[config.mk]
export PLATFORM = sky130hd
export DESIGN_NAME = mux_rr_arbiter
export DESIGN_NICKNAME = d
export VERILOG_FILES = /design/src/rtl/mux_arb_pkg.sv /design/src/rtl/mux_rr_arbiter_rr_pick.sv /design/src/rtl/mux_rr_arbiter.sv
export SDC_FILE = /design/constraint.sdc
export NUM_CORES = 1
export LEC_CHECK = 0
export BUFFER_PORTS_ARGS = -buffer_cell sky130_fd_sc_hd__buf_2
export CORE_MARGIN = 5
export CORE_UTILIZATION = 47
export DETAILED_ROUTE_END_ITERATION = 10
export GPL_ROUTABILITY_DRIVEN = 0
export GPL_TIMING_DRIVEN = 0
export PLACE_DENSITY = 0.79
export SKIP_CTS_REPAIR_TIMING = 1
export SLEW_MARGIN = 20
export SYNTH_ARGS = -nofsm -noshare
export SYNTH_HDL_FRONTEND = slang
export SYNTH_HIERARCHICAL = 1
export SYNTH_SLANG_ARGS = --single-unit
[constraint.sdc]
create_clock -name clk -period 3.1 [get_ports clk]
set_input_delay 0.155 -clock clk [delete_from_list [all_inputs] [get_ports clk]]
set_output_delay 0.155 -clock clk [all_outputs]
set_load 0.01 [all_outputs]
[src/rtl/mux_arb_pkg.sv]
// Shared types and helpers for the round-robin mux arbiter.
package mux_arb_pkg;

   typedef enum logic {IDLE, GRANT} state_t;

   localparam logic [1:0] A = 2'd0;
   localparam logic [1:0] B = 2'd1;
   localparam logic [1:0] C = 2'd2;
   localparam logic [1:0] D = 2'd3;

   // Requester index -> {s1,s2} mux select encoding.
   function automatic logic [1:0] sel_of(input logic [1:0] idx);
      logic [1:0] sel;
      unique case (idx)
         A:       sel = 2'b11;
         B:       sel = 2'b10;
         C:       sel = 2'b01;
         D:       sel = 2'b00;
         default: sel = 2'b00;
      endcase
      return sel;
   endfunction

endpackage

[src/rtl/mux_rr_arbiter_rr_pick.sv]
// Rotating-priority encoder: first set request at or above ptr, wrapping 3->0.
module rr_pick (
   input  logic [3:0] req,
   input  logic [1:0] ptr,
   output logic       hit,
   output logic [1:0] idx
);

   // Walk from the farthest offset down so the nearest one to ptr wins.
   always_comb begin
      hit = |req;
      idx = ptr;
      for (int i = 3; i >= 0; i--) begin
         if (req[ptr + 2'(i)]) idx = ptr + 2'(i);
      end
   end

endmodule

[src/rtl/mux_rr_arbiter.sv]
// Round-robin arbiter owning a 4:1 mux channel; define MUX_ARB_BURST_LIMIT_EN
// to force release after MAX_BURST transferred beats per grant.
module mux_rr_arbiter
   import mux_arb_pkg::*;
#(
   parameter int DATA_W    = 4,
   parameter int MAX_BURST = 8
) (
   input  logic              clk,
   input  logic              rst_n,
   input  logic [3:0]        req,
   input  logic [3:0]        last,
   input  logic [DATA_W-1:0] data_a,
   input  logic [DATA_W-1:0] data_b,
   input  logic [DATA_W-1:0] data_c,
   input  logic [DATA_W-1:0] data_d,
   output logic              out_valid,
   input  logic              out_ready,
   output logic [DATA_W-1:0] out_data,
   output logic              out_last,
   output logic [3:0]        gnt,
   output logic              s1,
   output logic              s2
);

   state_t     state, state_nx;
   logic [1:0] owner, owner_nx, ptr, ptr_nx, pick, sel_nx;
   logic [3:0] gnt_nx;
   logic       hit, in_grant, xfer, burst_end, done;

   rr_pick u_pick (.req(req), .ptr(ptr), .hit(hit), .idx(pick));

   assign in_grant  = (state == GRANT);
   assign out_valid = in_grant & req[owner];
   assign out_last  = in_grant & last[owner];
   assign xfer      = out_valid & out_ready;
   // A dropped request releases the channel just like a completed packet.
   assign done      = in_grant & (~req[owner] | (xfer & last[owner]) | burst_end);

   always_comb begin
      out_data = data_a;
      unique case (owner)
         A: out_data = data_a;
         B: out_data = data_b;
         C: out_data = data_c;
         D: out_data = data_d;
         default: out_data = data_a;
      endcase
   end

`ifdef MUX_ARB_BURST_LIMIT_EN
   localparam int CNT_W = $clog2(MAX_BURST + 1);
   logic [CNT_W-1:0] beats;

   always_ff @(posedge clk or negedge rst_n) begin
      if (!rst_n)                    beats <= '0;
      else if (!in_grant && hit)     beats <= '0;
      else if (xfer)                 beats <= beats + CNT_W'(1);
   end

   assign burst_end = xfer & (beats == CNT_W'(MAX_BURST - 1));
`else
   assign burst_end = 1'b0;
`endif

   always_comb begin
      state_nx = state;
      owner_nx = owner;
      gnt_nx   = gnt;
      sel_nx   = {s1, s2};
      ptr_nx   = ptr;
      unique case (state)
         IDLE: begin
            gnt_nx = '0;
            if (hit) begin
               state_nx = GRANT;
               owner_nx = pick;
               gnt_nx   = 4'b0001 << pick;
               sel_nx   = sel_of(pick);
            end
         end
         GRANT: begin
            if (done) begin
               state_nx = IDLE;
               gnt_nx   = '0;
               ptr_nx   = owner + 2'd1;
            end
         end
         default: state_nx = IDLE;
      endcase
   end

   always_ff @(posedge clk or negedge rst_n) begin
      if (!rst_n) begin
         state    <= IDLE;
         owner    <= '0;
         gnt      <= '0;
         {s1, s2} <= 2'b00;
         ptr      <= '0;
      end else begin
         state    <= state_nx;
         owner    <= owner_nx;
         gnt      <= gnt_nx;
         {s1, s2} <= sel_nx;
         ptr      <= ptr_nx;
      end
   end

endmodule

Yosys cells after proc, flatten, opt, wreduce, memory -nomap -nowiden
Cells that the tools add are included.
Word-level totals
  register bits: 11
  input bits: 27
  logic and storage cells: 60
Cells by class
  $add $sub $neg: 4
  magnitude comparators: 5
  equal/unequal tests: 7
  shifts and indexed selects: 1
  multiplexer cells: 24
  bitwise operators: 8
  reduce and logical (&&, ||, !) cells: 5
Operator list (number)
  one-hot mux 4 bit (4 select lines): 1
  less-than comparator 2 x 3 -> 1 bit, second input constant: 5
  binary-select mux 1 bit (select 2 bit): 6
  equality test 2 bit, second input constant: 4
  two-way mux 1 bit: 8
  two-way mux 2 bit: 4
  two-way mux 4 bit: 2
  one-hot mux 2 bit (4 select lines): 1
  one-hot mux 4 bit (2 select lines): 1
  AND 1 bit: 5
  adder 2 x 1 -> 2 bit, second input constant: 2
  adder 2 bit, second input constant: 2
  equality test 2 x 1 -> 1 bit, second input constant: 2
  logical NOT 2 bit: 2
  AND reduction 2 bit: 2
  OR reduction 4 bit: 1
  << shifter 1 x 2 -> 4 bit, first input constant: 1
  inequality test 2 x 1 -> 1 bit, second input constant: 1
  inverter 1 bit: 2
  one-hot mux 1 bit (2 select lines): 1
  bitwise OR 1 bit: 1

Depth between registers and ports, before layout
  word-level depth: 10
  mapped depth: 5

Modules after synthesis
The synthesis kept the hierarchy.
Modules (own cells, without submodules)
  mux_rr_arbiter: instances 1, cells each 62, area each 664.4 µm², seq. area each 275.3 µm²
  rr_pick: instances 1, cells each 16, area each 100.1 µm², seq. area each 0.0 µm²

Worst setup path after synthesis
OpenSTA, ideal clock, no wires.
  path kind: register to register
  start: reg owner[0]
  end: reg ptr[0]
  library setup time: 0.125 ns
  data arrival time: 1.438 ns
  data required time: 2.975 ns
  setup slack: 1.537 ns
  stages on the path, launching flop included: 5
  buffers on the path: 0
  clock period less this slack: 1.563 ns
  cells stage by stage: dfrtp_1 mux4_2 o221ai_2 nand2_2 mux2_4
On the way
  cells in the longest elaborated chain, start to end: 8
RTL lines
  start, declared: line mux_rr_arbiter.sv:27  | logic [1:0] owner, owner_nx, ptr, ptr_nx, pick, sel_nx;
  start signal, assigned: line mux_rr_arbiter.sv:102  | owner <= owner_nx;
  binary-select mux 1 bit (select 2 bit): line mux_rr_arbiter.sv:34, mux_rr_arbiter.sv:38
  two-way mux 1 bit (not written as such): line mux_rr_arbiter.sv:34, mux_rr_arbiter.sv:38
  AND 1 bit: line mux_rr_arbiter.sv:34  | assign out_valid = in_grant & req[owner];
  AND 1 bit: line mux_rr_arbiter.sv:36  | assign xfer = out_valid & out_ready;
  AND 1 bit: line mux_rr_arbiter.sv:38  | assign done = in_grant & (~req[owner] | (xfer & last[owner]) | burst_end);
  bitwise OR 1 bit: line mux_rr_arbiter.sv:38
  AND 1 bit: line mux_rr_arbiter.sv:38
  AND reduction 2 bit (no source line)
  end signal, assigned: line mux_rr_arbiter.sv:105  | ptr <= ptr_nx;
  end, declared: line mux_rr_arbiter.sv:27
Several ways; a longest one is shown, not always the timed one. The select of a mux whose other input is x is not followed.
A chain may end at the register's enable or synchronous reset.

Worst setup path after layout
  start: reg owner[1]
  end: out out_data[0]
On the way
  cells in the longest elaborated chain, start to end: 2
RTL lines
  equality test 2 bit, or another cell as far along: line mux_rr_arbiter.sv:42  | unique case (owner)
  one-hot mux 4 bit (4 select lines) (*): line mux_rr_arbiter.sv:42
  end, declared: line mux_rr_arbiter.sv:19  | output logic [DATA_W-1:0] out_data,
Every way passes the cells marked *; elsewhere a longest branch is shown, timed or not.

==> results.tsv <==
stage	metric	value	unit
die	die_h	50.33	µm
synth	syn_nets	109	
clock_tree	cts.clk_slew.worst_paths	70	ps
finish	layoutNonFillerInstCount	137	
placement	port_buffers	38	
timing	slew_headroom	77.09	%
clock_tree	cts_tree	done	
finish	nNetsFinal	153	
timing	hold_violations	0	
finish	n_antenna_cell	0	
timing	tightest_slew	343.6	ps
critical_path	crit_end	out_data[0]	
finish	synthToLayoutAreaGrowth	32.24	%
clock_tree	clockRootBuffer	clkbuf_4	
die	io_pins	39	
timing	fin_crit_sh	62.73	%
synth	yosysTopAreaCell	dfrtp_1	
die	fp.dieW	50.33	µm
power	leakagePower	0.5660	nW
job	maxCapViolCount	0	
finish	final_cell_mix	38 x buf_2, 11 x dfrtp_1, 9 x nand2_1	
global_route	grt_max_degree	12	
finish	ff_latch_area	275.3	µm²
power	p_per_area	930.8	nW/µm²
power	p_int	0.5343	mW
outcome	status	finished clean	
clock_tree	clockBufferDepth	2	
timing	clock.fmax	514.2	MHz
synth	yosysSeqAreaShare	36.01	%
finish	final_common_cell	buf_2	
finish	n_fill_cell	124	
global_route	track_usage	16.81	%
power	total_power	0.9411	mW
synth	syn_area	764.5	µm²
detailed_routing	initialDrtViolationCount	27	
detailed_routing	antenna_left	0	
critical_path	ff2ff_setup_slack	1410	ps
critical_path	critPathMaxFanout	7	
critical_path	r2r_cells	4	
global_route	grt_pass1_vias	753	
detailed_routing	via_per_inst	5.474	
timing	fin_skew	3.587	ps
clock_tree	cts_made_buffers	3	
power	p_sw	0.4067	mW
synth	syn-instance-count	78	
placement	dp_hpwl	1.683	mm
synth	ys_ff_latch	11	
finish	drive_gt1_share	41.32	%
detailed_routing	detail_route.first_pass.iterations	4	
power	vdd_drop_max	0.5286	mV
synth	yosysWarnings	6	
clock_tree	clock_latency	270	ps
die	initial_core_util	50.16	%
timing	setup_violations	0	
finish	multi_input_area	455.4	µm²
global_route	antenna_found_initial	0	
min_path	hold_path.class	in -> async	
detailed_routing	drc	0	
critical_path	worst_ep_arrival_time	1790	ps
critical_path	cp-end-kind	output port	
critical_path	required	2940	ps
placement	place_inst	132	
detailed_routing	wl_per_cell	14.84	µm
timing	rsz0062_at_grt	no	
finish	fin_area	1011	µm²
clock_tree	htreeDepth	1	
critical_path	reg2reg_from	owner[0]$_DFFE_PN0P_	
clock_tree	cts.sinks	11	
global_route	grt_pass1_wl	3.367	mm
finish	post-route-util	66.34	%
die	rows	14	
critical_path	worstSetupStartpoint	owner[1]$_DFFE_PN0P_	
die	core_area	1524	µm²
power	seq_power_share	30.3	%
critical_path	path_class	reg -> out	
timing	slew_viol_final	0	
synth	synth.distinct_cells	30	
timing	period_minus_slack	1945	ps
power	clkPwrFrac	10.5	%
synth	synth_top_cell_area_share	36.01	%
power	switching_share	43.22	%
global_route	gr-total-overflow	0	
critical_path	startpoint_type	register	
synth	syn_avg_cell_area	9.801	µm²
placement	post_dp_cell_area	974.7	µm²
timing	setup_tns	0	ps
die	die_area	2533	µm²
synth	synth_area_leaders	dfrtp_1 36%, mux2i_1 7.9%, ha_1 6.5%, a222oi_1 5.2%, nand2_1 4.4%	
critical_path	r2r_end	ptr[1]$_DFFE_PN0P_	
detailed_routing	drt_wl_total	2.033	mm
detailed_routing	num_vias	750	
power	power_frac_comb	59.2	%
## layout make-up
class                           count  share of cell area, %
Sequential cell                    11                  27.23
Timing Repair Buffer               39                  19.80
Tap cell                           16                  1.980
Inverter                            8                  2.970
Clock buffer                        4                  2.599
Buffer                              1                 0.3713
Multi-Input combinational cell     58                  45.05
## registers in the layout, summed over array words and instances (netlist names)
register,count
in_grant,1
ptr,2
s2,1
s1,1
owner,2
gnt,4
## metrics by stage
step | hold slack, ps | setup WS (ps)
final | 281.9 | 1155
after global routing | 298.5 | 987.2
after CTS | -257.7 | 1147
after detailed placement | 34.37 | 1416
after global placement | 30.65 | 1425
after floorplan | -140.6 | 1537
## worst min path at each step
stage / to / slack (ps) / cells past startpoint
final: gnt[1]$_DFFE_PN0P_ / 280 / 2
after global routing: gnt[1]$_DFFE_PN0P_ / 300 / 2
after CTS: s2$_DFFE_PN0P_ / -260 / 1
after detailed placement: in_grant$_DFF_PN0_ / 30 / 1
after global placement: gnt[1]$_DFFE_PN0P_ / 30 / 1
after floorplan: gnt[0]$_DFFE_PN0P_ / -140 / 0
## logic make-up after synthesis
family | Yosys count | synth area share (%)
buf+inv | 9 | 4.419
flops | 11 | 36.01
compound gates | 20 | 20.79
mux | 9 | 14.73
simple gates | 25 | 17.52
fa+ha+maj | 4 | 6.547
## worst max-delay path: stages, from the launching register on
cell and delay [ps]:
dfrtp_1 480, inv_1 140, ha_1 240, a222oi_1 370, mux2i_1 120, buf_2 160
## per-layer routing
layer,vias to the layer above,wire length [µm],track usage (%)
met3,2,115,5.917
li1,374,-,-
met2,19,1076,29.92
met1,355,831,20.26
met4,0,10,1.277
met5,-,0,0
## cells in the mapped netlist
| cell type | count |
|---|---|
| a22o_1 | 1 |
| clkbuf_1 | 1 |
| a32o_1 | 1 |
| nand2b_1 | 1 |
| dfrtp_1 | 11 |
| nand2_1 | 9 |
| nor2_1 | 4 |
| and2b_2 | 2 |
| or2b_2 | 1 |
| nand2_2 | 1 |
| mux2i_1 | 6 |
| inv_1 | 8 |
| o21ai_0 | 6 |
| mux2_4 | 2 |
| and3_1 | 1 |
| nor2b_1 | 1 |
| or4_1 | 1 |
| a2bb2oi_1 | 1 |
| o2bb2ai_1 | 1 |
| nor3_1 | 2 |
| a21oi_1 | 1 |
| a21o_1 | 2 |
| o221a_2 | 1 |
| ha_1 | 4 |
| and3b_1 | 1 |
| and2b_1 | 1 |
| o221ai_2 | 1 |
| o22ai_1 | 1 |
| mux4_2 | 1 |
| a222oi_1 | 4 |
## power by group through the flow
stage	registers (mW)	clock network (mW)	logic, mW
2_1_floorplan	0.291	0	0.368
6_report	0.285	0.0990	0.557
5_1_grt	0.299	0.110	0.617
3_5_place_dp	0.289	0	0.555
3_3_place_gp	0.284	0	0.539
4_1_cts	0.286	0.101	0.559
(Power assumes the default switching activity.)
